File: config.mk
export PLATFORM = sky130hd
export DESIGN_NAME = seg7_scan_display
export DESIGN_NICKNAME = d
export VERILOG_FILES = /design/src/rtl/seg7_scan_display.sv
export SDC_FILE = /design/constraint.sdc
export NUM_CORES = 1
export LEC_CHECK = 0
export ABC_AREA = 1
export BUFFER_PORTS_ARGS = -buffer_cell sky130_fd_sc_hd__buf_4
export CORE_MARGIN = 2
export CORE_UTILIZATION = 50
export DETAILED_ROUTE_END_ITERATION = 16
export GPL_ROUTABILITY_DRIVEN = 0
export PLACE_DENSITY = 0.69
export SYNTH_ARGS = -nofsm -noshare
export SYNTH_HDL_FRONTEND = slang
export SYNTH_SLANG_ARGS = --single-unit
File: constraint.sdc
create_clock -name clock -period 2.95 [get_ports clock]
set_input_delay 0.59 -clock clock [delete_from_list [all_inputs] [get_ports clock]]
set_output_delay 0.59 -clock clock [all_outputs]
set_load 0.03 [all_outputs]
File: src/rtl/seg7_scan_display.sv
`default_nettype none
// ============================================================================
//  Module      : seg7_scan_display
//  Description : Time-multiplexed 4-digit hexadecimal seven-segment driver for
//                a common-anode, active-low display. The displayed value is
//                snapshotted once per scan frame, and leading zeros can
//                optionally be blanked.
//  Revision    : 1.0 - initial release
// ============================================================================
module seg7_scan_display #(
  parameter int SCAN_DIV = 50000
) (
  input  logic        clock,
  input  logic        clear,
  input  logic        enable,
  input  logic [15:0] value,
  input  logic        blank_lz,
  output logic [6:0]  segments,
  output logic [3:0]  digit_en,
  output logic        frame_done
);

  localparam int            PW     = (SCAN_DIV > 1) ? $clog2(SCAN_DIV) : 1;
  localparam logic [PW-1:0] C_TERM = PW'(SCAN_DIV - 1);
  localparam logic [PW-1:0] C_ONE  = PW'(1);

  logic [PW-1:0] prescaler_q, prescaler_d;
  logic [1:0]    idx_q, idx_d;
  logic [15:0]   snap_q, snap_d;
  logic [6:0]    segments_q, segments_d;
  logic [3:0]    digit_en_q, digit_en_d;
  logic          frame_done_q, frame_done_d;

  logic [3:0]    nibble_w;
  logic          lz_zero_w;

  // Active-low {g,f,e,d,c,b,a} pattern for one hex digit.
  function automatic logic [6:0] hex_to_seg(input logic [3:0] n);
    logic [6:0] s;
    case (n)
      4'h0:    s = 7'b1000000;
      4'h1:    s = 7'b1111001;
      4'h2:    s = 7'b0100100;
      4'h3:    s = 7'b0110000;
      4'h4:    s = 7'b0011001;
      4'h5:    s = 7'b0010010;
      4'h6:    s = 7'b0000010;
      4'h7:    s = 7'b1111000;
      4'h8:    s = 7'b0000000;
      4'h9:    s = 7'b0010000;
      4'hA:    s = 7'b0001000;
      4'hB:    s = 7'b0000011;
      4'hC:    s = 7'b1000110;
      4'hD:    s = 7'b0100001;
      4'hE:    s = 7'b0000110;
      default: s = 7'b0001110;
    endcase
    return s;
  endfunction

  // Scan sequencing: prescaler/digit advance while enabled; the snapshot tracks
  // the input while disabled and is reloaded only at the frame wrap otherwise.
  always_comb begin
    prescaler_d  = prescaler_q;
    idx_d        = idx_q;
    snap_d       = snap_q;
    frame_done_d = 1'b0;
    if (enable) begin
      if (prescaler_q == C_TERM) begin
        prescaler_d = '0;
        idx_d       = idx_q + 2'd1;
        if (idx_q == 2'd3) begin
          snap_d       = value;
          frame_done_d = 1'b1;
        end
      end else begin
        prescaler_d = prescaler_q + C_ONE;
      end
    end else begin
      snap_d = value;
    end
  end

  // Output decode from the post-edge digit index and snapshot, so the anode and
  // segment registers switch on the same edge as the index.
  always_comb begin
    nibble_w  = snap_d[3:0];
    lz_zero_w = 1'b0;
    case (idx_d)
      2'd0: begin
        nibble_w  = snap_d[3:0];
        lz_zero_w = 1'b0;
      end
      2'd1: begin
        nibble_w  = snap_d[7:4];
        lz_zero_w = (snap_d[15:4] == 12'h000);
      end
      2'd2: begin
        nibble_w  = snap_d[11:8];
        lz_zero_w = (snap_d[15:8] == 8'h00);
      end
      default: begin
        nibble_w  = snap_d[15:12];
        lz_zero_w = (snap_d[15:12] == 4'h0);
      end
    endcase

    segments_d = 7'h7F;
    digit_en_d = 4'hF;
    if (enable) begin
      // The anode stays driven for a blanked digit so scan timing is unchanged.
      digit_en_d = ~(4'b0001 << idx_d);
      if (!(blank_lz && lz_zero_w)) begin
        segments_d = hex_to_seg(nibble_w);
      end
    end
  end

  // State and output registers, all cleared asynchronously.
  always_ff @(posedge clock or negedge clear) begin
    if (!clear) begin
      prescaler_q  <= '0;
      idx_q        <= 2'd0;
      snap_q       <= 16'h0000;
      segments_q   <= 7'h7F;
      digit_en_q   <= 4'hF;
      frame_done_q <= 1'b0;
    end else begin
      prescaler_q  <= prescaler_d;
      idx_q        <= idx_d;
      snap_q       <= snap_d;
      segments_q   <= segments_d;
      digit_en_q   <= digit_en_d;
      frame_done_q <= frame_done_d;
    end
  end

  assign segments   = segments_q;
  assign digit_en   = digit_en_q;
  assign frame_done = frame_done_q;

endmodule
`default_nettype wire
==> results_dict.tcl, run 1 <==
set metrics [dict create \
    finalHoldViolCount 0 \
    netlist_instances 346 \
    design.core.area_sq_um 5170 \
    synth_area_sq_um 2700 \
    number_of_vias_after_detailed_routing 2174 \
    post_layout_nonfiller_instances 448 \
    setup.worst_path.end_class "flip-flop" \
    crit_slowest_cell "sky130_fd_sc_hd__dfrtp_1" \
    grt_max_degree 47 \
    yosysUniqueCellTypes 34 \
    grt_setup_unrepaired "no" \
    buffers_added_on_ports 31 \
    floorplan.die.height_um 77.5 \
    net_count_reported_at_finish 405 \
    setup_viol 0 \
    clock_latency_ps 290 \
    grt_pass1_vias 2188 \
    hpwl_mm 3.99 \
    grt_overflow 0 \
    start_kind "flip-flop" \
    wirelength_mm 5.24 \
    dr.first_iter.drc_count 130 \
    finalMaxSlewViolations 0 \
    aggregate_negative_setup_slack_ps 0 \
    synth.yosys.warnings 0 \
    worst_path_most_repeated_cell "sky130_fd_sc_hd__nand3_1" \
    power.density_cell_area_nw_per_um2 515 \
    yosysSeqAreaShare_pct 43.2 \
    ctsHoldBuffers 0 \
    detail-route-antenna-nets 0 \
    max_slew_margin_pct 62.0 \
    cts.htree.levels 2 \
    finalCritPeriodShare_pct 88.9 \
    vdd_ir_drop_max_uv 235 \
    crit_path_max_incr_delay_ps 350 \
    wl_per_cell_um 11.7 \
    drc 0 \
    fmaxAchievable_mhz 381 \
    ys_ff_latch 46 \
    antenna_found_initial 0 \
    die-width_um 77.5 \
    worst-slew-pin-transition_ps 569 \
    syn_area_per_cell_sq_um 7.80 \
    cts-buffers-inserted 5 \
    cts_sinks 46 \
    clk_transition_reported_paths_ps 80 \
    critical_path_class "flip-flop to flip-flop" \
    cts_setup_buffers 0 \
    cts_buffer_depth 2 \
    floorplan.die_area_sq_um 6000 \
    length_of_the_first_detailed_routing_pass_in_iterations 4 \
    tritoncts "done" \
    run_status "finished, final reports clean" \
    cp-startpoint "prescaler_q[0]" \
    diodes 0 \
    initial_core_util_pct 52.2 \
    cts-resized-gates 0 \
    place.detailed.instances 440 \
    async_flop_share_pct 100 \
    reg2reg_from "prescaler_q[0]" \
    layout-area-overhead-vs-synth_pct 13.2 \
    synth_nets 374 \
    detail_route.vias_per_cell 4.85 \
    drive_above_1_share_pct 23.3 \
    grt.total_usage_pct 19.6 \
    crit_chain "ha_1 -> nand3_1 -> nor2_4 -> nand3_4 -> nand2_4 -> nand2_1 -> nand2_2 -> nand2_1 -> nand3_1 -> nor2_4 -> ha_1 -> inv_1 -> nand4_1 -> nand3_1 -> nand3_2" \
    top_level_ports 32 \
    most_used_flip_flop_cell_after_synthesis "sky130_fd_sc_hd__dfrtp_1" \
    timing.critical_path.fanout_max 21 \
    finalCriticalPeriod_ps 2620 \
    synth_enable_flop_cells 0 \
    drv.max_cap_violation_count 0 \
    critPathArrivalTime_ps 2850 \
    leakagePower_nw 1.57 \
    fp-row-count 26 \
    data_required_time_at_the_worst_endpoint_ps 3170 \
    timing.hold.worst.class "input pin to asynchronous set/reset pin" \
    grt_pass1_wl_mm 9.54 \
    final.setup_skew_ps 8.27 \
    library_cell_used_as_clock_root_buffer "sky130_fd_sc_hd__clkbuf_8" \
]
==> routing by layer <==
layer / vias up / part of all wire [%] / track usage, %
met5: - / 0 / 0
met4: 0 / 1.5 / 6.61
met3: 7 / 3.0 / 2.79
met2: 38 / 50 / 35.0
met1: 992 / 45 / 24.2
li1: 1137 / - / -
==> sequential cells by signal (all words and copies together) (netlist names) <==
name and count:
prescaler_q 16, snap_q 16, segments 7, digit_en 4, idx_q 2, frame_done 1
==> cell families after synthesis <==
kind of cell | count (synthesis) | synth area share (%)
compound gates | 11 | 2.23
fa+ha+maj | 8 | 3.71
flops | 46 | 43.2
buf+inv | 62 | 9.92
xor+xnor | 6 | 1.95
simple gates | 213 | 39.0
==> placed cells by master (no fill, tap or decap), types with 3 or more instances in the layout <==
master / synthesis / layout
sky130_fd_sc_hd__nand3_2: 5 / 5
sky130_fd_sc_hd__clkbuf_8: 0 / 5
sky130_fd_sc_hd__nand2_2: 15 / 15
sky130_fd_sc_hd__nor2_1: 38 / 37
sky130_fd_sc_hd__nand4_1: 10 / 10
sky130_fd_sc_hd__dfrtp_1: 35 / 35
sky130_fd_sc_hd__clkbuf_1: 1 / 3
sky130_fd_sc_hd__nand3_1: 34 / 34
sky130_fd_sc_hd__ha_1: 8 / 8
sky130_fd_sc_hd__o21ai_0: 5 / 5
sky130_fd_sc_hd__dfstp_2: 11 / 11
sky130_fd_sc_hd__xor2_1: 6 / 6
sky130_fd_sc_hd__inv_2: 4 / 4
sky130_fd_sc_hd__inv_1: 46 / 46
sky130_fd_sc_hd__nand2_1: 92 / 92
sky130_fd_sc_hd__nor2_4: 5 / 6
sky130_fd_sc_hd__buf_4: 1 / 33
sky130_fd_sc_hd__nand3b_1: 4 / 4
==> metrics by stage <==
step | area [sq um] | worst slack (ps) | hold slack [ps] | util [%] | total power [mW]
6_report | 3050 | 326 | 288 | 59.0 | 1.57
5_1_grt | 3050 | 19.6 | 334 | 59.0 | 1.69
4_1_cts | 3050 | 184 | 302 | 58.9 | 1.59
3_5_place_dp | 2970 | 199 | 507 | 57.4 | 1.21
3_3_place_gp | 2970 | 288 | 497 | 57.4 | 1.20
2_1_floorplan | 2700 | 564 | 294 | - | 1.11
==> cells in the mapped netlist, drive strengths merged (2+ instances only) <==
master  instances  share of area, %
nand2         109                17
inv            50               7.0
nor2           44               7.6
nand3          41               9.5
dfrtp          35                32
dfstp          11                11
nand4          11               2.8
buf             8               2.4
ha              8               3.7
o21ai           8               1.6
xor2            6               1.9
nand3b          4               1.1
clkinv          3              0.46
nor3            3              0.74
a21oi           2              0.37
==> power by group <==
group	total [mW]	switching, mW	internal, mW
logic	0.390	0.244	0.147
clock network	0.371	0.202	0.169
registers	0.812	0.0829	0.729
==> critical path: cells and delay by family, from the launching register on <==
| kind | cells | cell delay (ps) |
|---|---|---|
| AND/OR/NAND/NOR | 12 | 1610 |
| adder cells (fa/ha/maj) | 2 | 470 |
| flip-flops | 1 | 350 |
| buffers and inverters | 1 | 90 |
==> final timing paths <==
path,to,slack (ps),depth (start not counted)
hold reg to reg,snap_q[0],530,2
setup / recovery,segments[3],330,15
hold / removal,prescaler_q[2],290,1
max in group asynchronous,segments[2],2270,1
setup reg to reg,segments[3],330,15
min in group clock,snap_q[0],530,2
==> layout make-up <==
type	instances	area [sq um]
clock buffer	8	80.1
fill	485	2120
inverter	53	200
multi-input combinational	238	1270
sequential	46	1160
tap	70	87.6
timing repair buffer	33	248
No activity file was read; power rests on OpenSTA's default activity.
==> inputs of run 2 (changes only) <==
--- a/config.mk
+++ b/config.mk
@@ -11,7 +11,9 @@
 export CORE_UTILIZATION = 50
 export DETAILED_ROUTE_END_ITERATION = 16
 export GPL_ROUTABILITY_DRIVEN = 0
+export MAX_ROUTING_LAYER = met4
 export PLACE_DENSITY = 0.69
+export SLEW_MARGIN = 20
 export SYNTH_ARGS = -nofsm -noshare
 export SYNTH_HDL_FRONTEND = slang
 export SYNTH_SLANG_ARGS = --single-unit
==> results_dict.tcl, run 2 (synthesized netlist as in run 1, its figures left out) <==
set metrics [dict create \
    run_status "finished, final reports clean" \
    start_kind "flip-flop" \
    library_cell_used_as_clock_root_buffer "sky130_fd_sc_hd__clkbuf_8" \
    vdd_ir_drop_max_uv 235 \
    finalHoldViolCount 0 \
    floorplan.die_area_sq_um 6000 \
    grt_overflow 0 \
    top_level_ports 32 \
    length_of_the_first_detailed_routing_pass_in_iterations 4 \
    nFillCells 485 \
    tritoncts "done" \
    post_layout_nonfiller_instances 448 \
    critical_path_class "flip-flop to flip-flop" \
    final.setup_skew_ps 8.27 \
    design.core.area_sq_um 5170 \
    data_required_time_at_the_worst_endpoint_ps 3170 \
    number_of_cells_on_the_worst_reg_to_reg_path 15 \
    finalMaxSlewViolations 0 \
    leakagePower_nw 1.57 \
    net_count_reported_at_finish 405 \
    diodes 0 \
    seqCellArea_sq_um 1160 \
    cts_buffer_depth 2 \
    hpwl_mm 3.99 \
    antenna_found_initial 0 \
    aggregate_negative_setup_slack_ps 0 \
    grt.total_usage_pct 20.1 \
    setup_viol 0 \
    multi_input_comb_area_sq_um 1270 \
    timing.critical_path.fanout_max 21 \
    layout-area-overhead-vs-synth_pct 13.2 \
    drv.max_cap_violation_count 0 \
    net-switching-power_mw 0.529 \
    finalCritPeriodShare_pct 88.9 \
    grt_pass1_wl_mm 9.54 \
    grt_setup_unrepaired "no" \
    clock_latency_ps 300 \
    clock_power_share_pct 23.6 \
    timing.hold.worst.class "input pin to asynchronous set/reset pin" \
    fp-row-count 26 \
    wirelength_mm 5.24 \
    grt_pass1_vias 2187 \
    number_of_vias_after_detailed_routing 2174 \
    worst-slew-pin-transition_ps 569 \
    switching_share_pct 33.6 \
    detail_route.vias_per_cell 4.85 \
    combPwrFrac_pct 24.8 \
    detail-route-antenna-nets 0 \
    dr.first_iter.drc_count 130 \
    floorplan.die.height_um 77.5 \
    cts_sinks 46 \
    internal_power_mw 1.04 \
    cts-buffers-inserted 5 \
    grt_max_degree 47 \
    cts.htree.levels 2 \
    fmaxAchievable_mhz 381 \
    finalCriticalPeriod_ps 2620 \
    wl_per_cell_um 11.7 \
    clk_transition_reported_paths_ps 80 \
    initial_core_util_pct 52.2 \
    final_common_cell "sky130_fd_sc_hd__nand2_1" \
    max_slew_margin_pct 62.0 \
    die-width_um 77.5 \
    place.detailed.instances 440 \
    cts_setup_buffers 0 \
    buffers_added_on_ports 31 \
    final_cell_mix "sky130_fd_sc_hd__nand2_1, sky130_fd_sc_hd__inv_1, sky130_fd_sc_hd__nor2_1" \
    final_hold_slack_ps 287 \
    critPathArrivalTime_ps 2850 \
    drive_above_1_share_pct 23.3 \
    drc 0 \
    setup.worst_path.end_class "flip-flop" \
    power.sequential.fraction_pct 51.6 \
    power.density_cell_area_nw_per_um2 515 \
]
## run 2: path summary, 6_finish.rpt
check | startpoint | end | slack (ps)
min | clear | prescaler_q[2] | 290
max | prescaler_q[0] | segments[3] | 330
min reg2reg | snap_q[0] | snap_q[0] | 530
max reg2reg | prescaler_q[0] | segments[3] | 330
max in group asynchronous | clear | segments[2] | 2270
min in group clock | snap_q[0] | snap_q[0] | 530
## run 2: power by group through the flow
stage / Combinational, mW / Clock [mW] / Sequential (mW)
2_1_floorplan: 0.295 / 0 / 0.815
3_3_place_gp: 0.386 / 0 / 0.817
3_5_place_dp: 0.392 / 0 / 0.822
4_1_cts: 0.393 / 0.384 / 0.809
5_1_grt: 0.450 / 0.412 / 0.827
6_report: 0.390 / 0.371 / 0.812
## run 2: through the flow
step	util (%)	setup WS [ps]	power, mW	cell area [sq um]
finish	59.0	326	1.57	3050
global route	59.0	19.6	1.69	3050
CTS	58.9	184	1.59	3050
detailed placement	57.4	199	1.21	2970
global placement	57.4	288	1.20	2970
floorplan	-	564	1.11	2700
## run 2: repair_timing
action	CTS	global route
hold buffers	0	0
endpoints found under the setup margin	0	4
resized for setup	0	2
## run 2: critical path: stages (launching register included)
cell	delay, ps
sky130_fd_sc_hd__dfrtp_1	350
sky130_fd_sc_hd__ha_1	220
sky130_fd_sc_hd__nand3_1	140
sky130_fd_sc_hd__nor2_4	230
sky130_fd_sc_hd__nand3_4	240
sky130_fd_sc_hd__nand2_4	280
sky130_fd_sc_hd__nand2_1	100
sky130_fd_sc_hd__nand2_2	90
sky130_fd_sc_hd__nand2_1	70
sky130_fd_sc_hd__nand3_1	130
sky130_fd_sc_hd__nor2_4	60
sky130_fd_sc_hd__ha_1	250
sky130_fd_sc_hd__inv_1	90
sky130_fd_sc_hd__nand4_1	80
sky130_fd_sc_hd__nand3_1	110
sky130_fd_sc_hd__nand3_2	80
## run 2: layout make-up
cell class	instances	share of cell area (%)
Inverter	53	6.55
Tap cell	70	2.87
Multi-Input combinational cell	238	41.7
Clock buffer	8	2.62
Timing Repair Buffer	33	8.11
Sequential cell	46	38.1
## run 2: routing by layer
layer / track usage (%) / up-vias / part of all wire (%)
met1: 24.2 / 992 / 45
met4: 6.61 / 0 / 1.5
met5: - / - / 0
met3: 2.79 / 7 / 2.9
met2: 35.0 / 38 / 50
li1: - / 1137 / -
==> inputs of run 3 (changes only) <==
--- a/config.mk
+++ b/config.mk
@@ -5,14 +5,13 @@
 export SDC_FILE = /design/constraint.sdc
 export NUM_CORES = 1
 export LEC_CHECK = 0
-export ABC_AREA = 1
 export BUFFER_PORTS_ARGS = -buffer_cell sky130_fd_sc_hd__buf_4
 export CORE_MARGIN = 2
 export CORE_UTILIZATION = 50
 export DETAILED_ROUTE_END_ITERATION = 16
 export GPL_ROUTABILITY_DRIVEN = 0
 export MAX_ROUTING_LAYER = met4
-export PLACE_DENSITY = 0.69
+export PLACE_DENSITY = 0.7
 export SLEW_MARGIN = 20
 export SYNTH_ARGS = -nofsm -noshare
 export SYNTH_HDL_FRONTEND = slang
==> results_dict.tcl, run 3 <==
set metrics [dict create \
    run_status "finished, violations left" \
    failed_checks "negative setup slack" \
    finalMaxSlewViolations 0 \
    diodes 0 \
    detail_route.vias_per_cell 5.27 \
    postLayoutSetupSlackWorst_ps -168 \
    max_slew_margin_pct 62.5 \
    grt_overflow 0 \
    synthTopCellsByCount "sky130_fd_sc_hd__dfrtp_1, sky130_fd_sc_hd__mux2i_1, sky130_fd_sc_hd__nor2_1" \
    clock_latency_ps 300 \
    final_common_cell "sky130_fd_sc_hd__buf_4" \
    synth_top_area_cell "sky130_fd_sc_hd__dfrtp_1" \
    finalCritPeriodShare_pct 106 \
    synthMuxAreaShare_pct 14.0 \
    dpl_cell_area_sq_um 3050 \
    most_used_flip_flop_cell_after_synthesis "sky130_fd_sc_hd__dfrtp_1" \
    synth_enable_flop_cells 0 \
    top_level_ports 32 \
    cts_buffer_depth 2 \
    hpwl_mm 3.91 \
    ctsHoldBuffers 0 \
    cts_sinks 46 \
    final_cell_mix "sky130_fd_sc_hd__buf_4, sky130_fd_sc_hd__dfrtp_1, sky130_fd_sc_hd__nor2_1" \
    drv.max_cap_violation_count 0 \
    seqCellArea_sq_um 1160 \
    antenna_found_initial 0 \
    initial_core_util_pct 51.5 \
    synth_compound_area_share_pct 6.15 \
    yosysUniqueCellTypes 44 \
    data_required_time_at_the_worst_endpoint_ps 3180 \
    clk_transition_reported_paths_ps 80 \
    netlist_instances 208 \
    detail-route-antenna-nets 0 \
    finalCriticalPeriod_ps 3120 \
    library_cell_used_as_clock_root_buffer "sky130_fd_sc_hd__clkbuf_8" \
    layout-area-overhead-vs-synth_pct 35.3 \
    setup.worst_path.end_class "flip-flop" \
    timing.critical_path.fanout_max 10 \
    net_count_reported_at_finish 315 \
    grt_pass1_wl_mm 8.91 \
    grt.total_usage_pct 22.6 \
    wl_per_cell_um 15.5 \
    dr.first_iter.drc_count 127 \
    grt_max_degree 47 \
    wirelength_mm 5.29 \
    grt_pass1_vias 1786 \
    synth.yosys.warnings 0 \
    final_design_area_no_fill_sq_um 3250 \
    post_synth_main_area_contributors "sky130_fd_sc_hd__dfrtp_1, sky130_fd_sc_hd__dfstp_2, sky130_fd_sc_hd__mux2i_1" \
    post_synth_and_or_nand_nor_area_fraction_pct 15.3 \
    length_of_the_first_detailed_routing_pass_in_iterations 4 \
    synth_xor_xnor_area_share_pct 7.35 \
    combinational_family_with_the_most_area_after_synthesis "simple AND/OR/NAND/NOR gates" \
    nFillCells 341 \
    synth_area_sq_um 2400 \
    dp_worst_setup_slack_ps -161 \
    finalHoldViolCount 0 \
    ys_ff_latch 46 \
    multi_input_comb_area_sq_um 1260 \
    critical_path_class "flip-flop to flip-flop" \
    overall_power_mw 1.64 \
    floorplan.die.height_um 73.3 \
    timing.hold.worst.class "input pin to asynchronous set/reset pin" \
    worst-slew-pin-transition_ps 563 \
    drive_above_1_share_pct 45.1 \
    crit_path_max_incr_delay_ps 530 \
    leakagePower_nw 1.53 \
    design.core.area_sq_um 4660 \
    async_flop_share_pct 100 \
    timing.critical_path.buf_inv 2 \
    fmaxAchievable_mhz 321 \
    vdd_ir_drop_max_uv 327 \
    yosysSeqAreaShare_pct 48.5 \
    floorplan.die_area_sq_um 5370 \
    critPathArrivalTime_ps 3350 \
    buffers_added_on_ports 31 \
    cts-buffers-inserted 5 \
    cts.htree.levels 2 \
    crit_family "multiplexers" \
    post_synth_adder_cell_area_pct 4.17 \
    tritoncts "done" \
    number_of_vias_after_detailed_routing 1804 \
    synth_top_area_share_pct 36.5 \
    setup_viol 4 \
    crit_slowest_cell "sky130_fd_sc_hd__mux4_2" \
    die-width_um 73.3 \
    grt_setup_unrepaired "yes" \
    yosysMostFrequentCell "sky130_fd_sc_hd__dfrtp_1" \
    fp-row-count 25 \
    crit_chain "nor4_4 -> nand4_4 -> o21ai_4 -> buf_12 -> mux2_4 -> mux4_2 -> inv_4 -> ha_4 -> o41ai_2 -> a31oi_1 -> o21a_1 -> a221oi_2 -> o21ai_1" \
    syn_area_per_cell_sq_um 11.5 \
    drc 0 \
    power.density_cell_area_nw_per_um2 506 \
    start_kind "flip-flop" \
    final.setup_skew_ps 6.98 \
    synth_nets 236 \
]
run 3: cell count changes after synthesis, sizes merged, moves of 4 or more:
cell,change
buf,-4
xnor2,+11
nand3,-27
mux2,+4
inv,-34
nor2,-26
nand2,-97
mux2i,+22
o21ai,-4
nand4,-6
run 3: worst paths after layout:
kind / startpoint / endpoint / slack, ps / cells past startpoint
setup reg to reg: prescaler_q[10] / segments[0] / -170 / 13
hold reg to reg: snap_q[0] / snap_q[0] / 500 / 2
hold / removal: clear / prescaler_q[6] / 280 / 1
min in group clock: snap_q[0] / snap_q[0] / 500 / 2
max in group asynchronous: clear / digit_en[0] / 2280 / 1
setup / recovery: prescaler_q[10] / segments[0] / -170 / 13
run 3: through the flow:
stage,utilization (%),hold WS [ps],setup TNS [ps],cells
3_3_place_gp,65.4,478,-7.91,329
5_1_grt,69.7,327,-1370,342
2_1_floorplan,-,294,-199,208
6_report,69.7,280,-257,342
4_1_cts,68.2,303,-429,340
3_5_place_dp,65.4,478,-381,329
run 3: cell type report:
class | count | area share, %
multi-input cells | 140 | 38.9
flip-flops and latches | 46 | 35.9
well taps | 54 | 2.08
inverters | 16 | 1.93
repair buffers | 78 | 18.6
clock inverters | 2 | 0.308
clock buffers | 6 | 2.23
run 3: timing repair:
item / CTS / global route
buffers inserted: 3 / 2
setup endpoints to repair: 7 / 7
endpoints found under the hold margin: 0 / 0
pin swaps: 3 / 2
resized for setup: 5 / 14
run 3: kinds of logic (layout without fill, tap and decap cells):
family                     after synthesis  after routing
AOI/OAI and AO/OA                       19             19
muxes                                   29             29
DFF                                     46             46
xor gates and xnor gates                18             18
and+or+nand+nor                         66             66
buffers and inverters                   22            102
adders and majority gates                8              8
run 3: metal layers:
| metal | GRT usage, % | wire [um] | up-vias |
|---|---|---|---|
| li1 | - | - | 883 |
| met2 | 33.4 | 2400 | 32 |
| met1 | 32.4 | 2650 | 881 |
| met4 | 5.76 | 66 | 0 |
| met5 | - | 0 | - |
| met3 | 3.98 | 172 | 8 |
run 3: power breakdown:
| group | leakage, nW | internal (mW) | switching, mW |
|---|---|---|---|
| Sequential | 0.556 | 0.719 | 0.0556 |
| Clock | 0.0450 | 0.164 | 0.204 |
| Combinational | 0.931 | 0.255 | 0.247 |
| Total | 1.53 | 1.14 | 0.507 |
run 3: worst reg2reg max path: stages (launching register included):
cell and delay (ps):
sky130_fd_sc_hd__dfrtp_1 420, sky130_fd_sc_hd__nor4_4 350, sky130_fd_sc_hd__nand4_4 170, sky130_fd_sc_hd__o21ai_4 170, sky130_fd_sc_hd__buf_12 160, sky130_fd_sc_hd__mux2_4 320, sky130_fd_sc_hd__mux4_2 530, sky130_fd_sc_hd__inv_4 110
sky130_fd_sc_hd__ha_4 170, sky130_fd_sc_hd__o41ai_2 90, sky130_fd_sc_hd__a31oi_1 240, sky130_fd_sc_hd__o21a_1 180, sky130_fd_sc_hd__a221oi_2 30, sky130_fd_sc_hd__o21ai_1 130
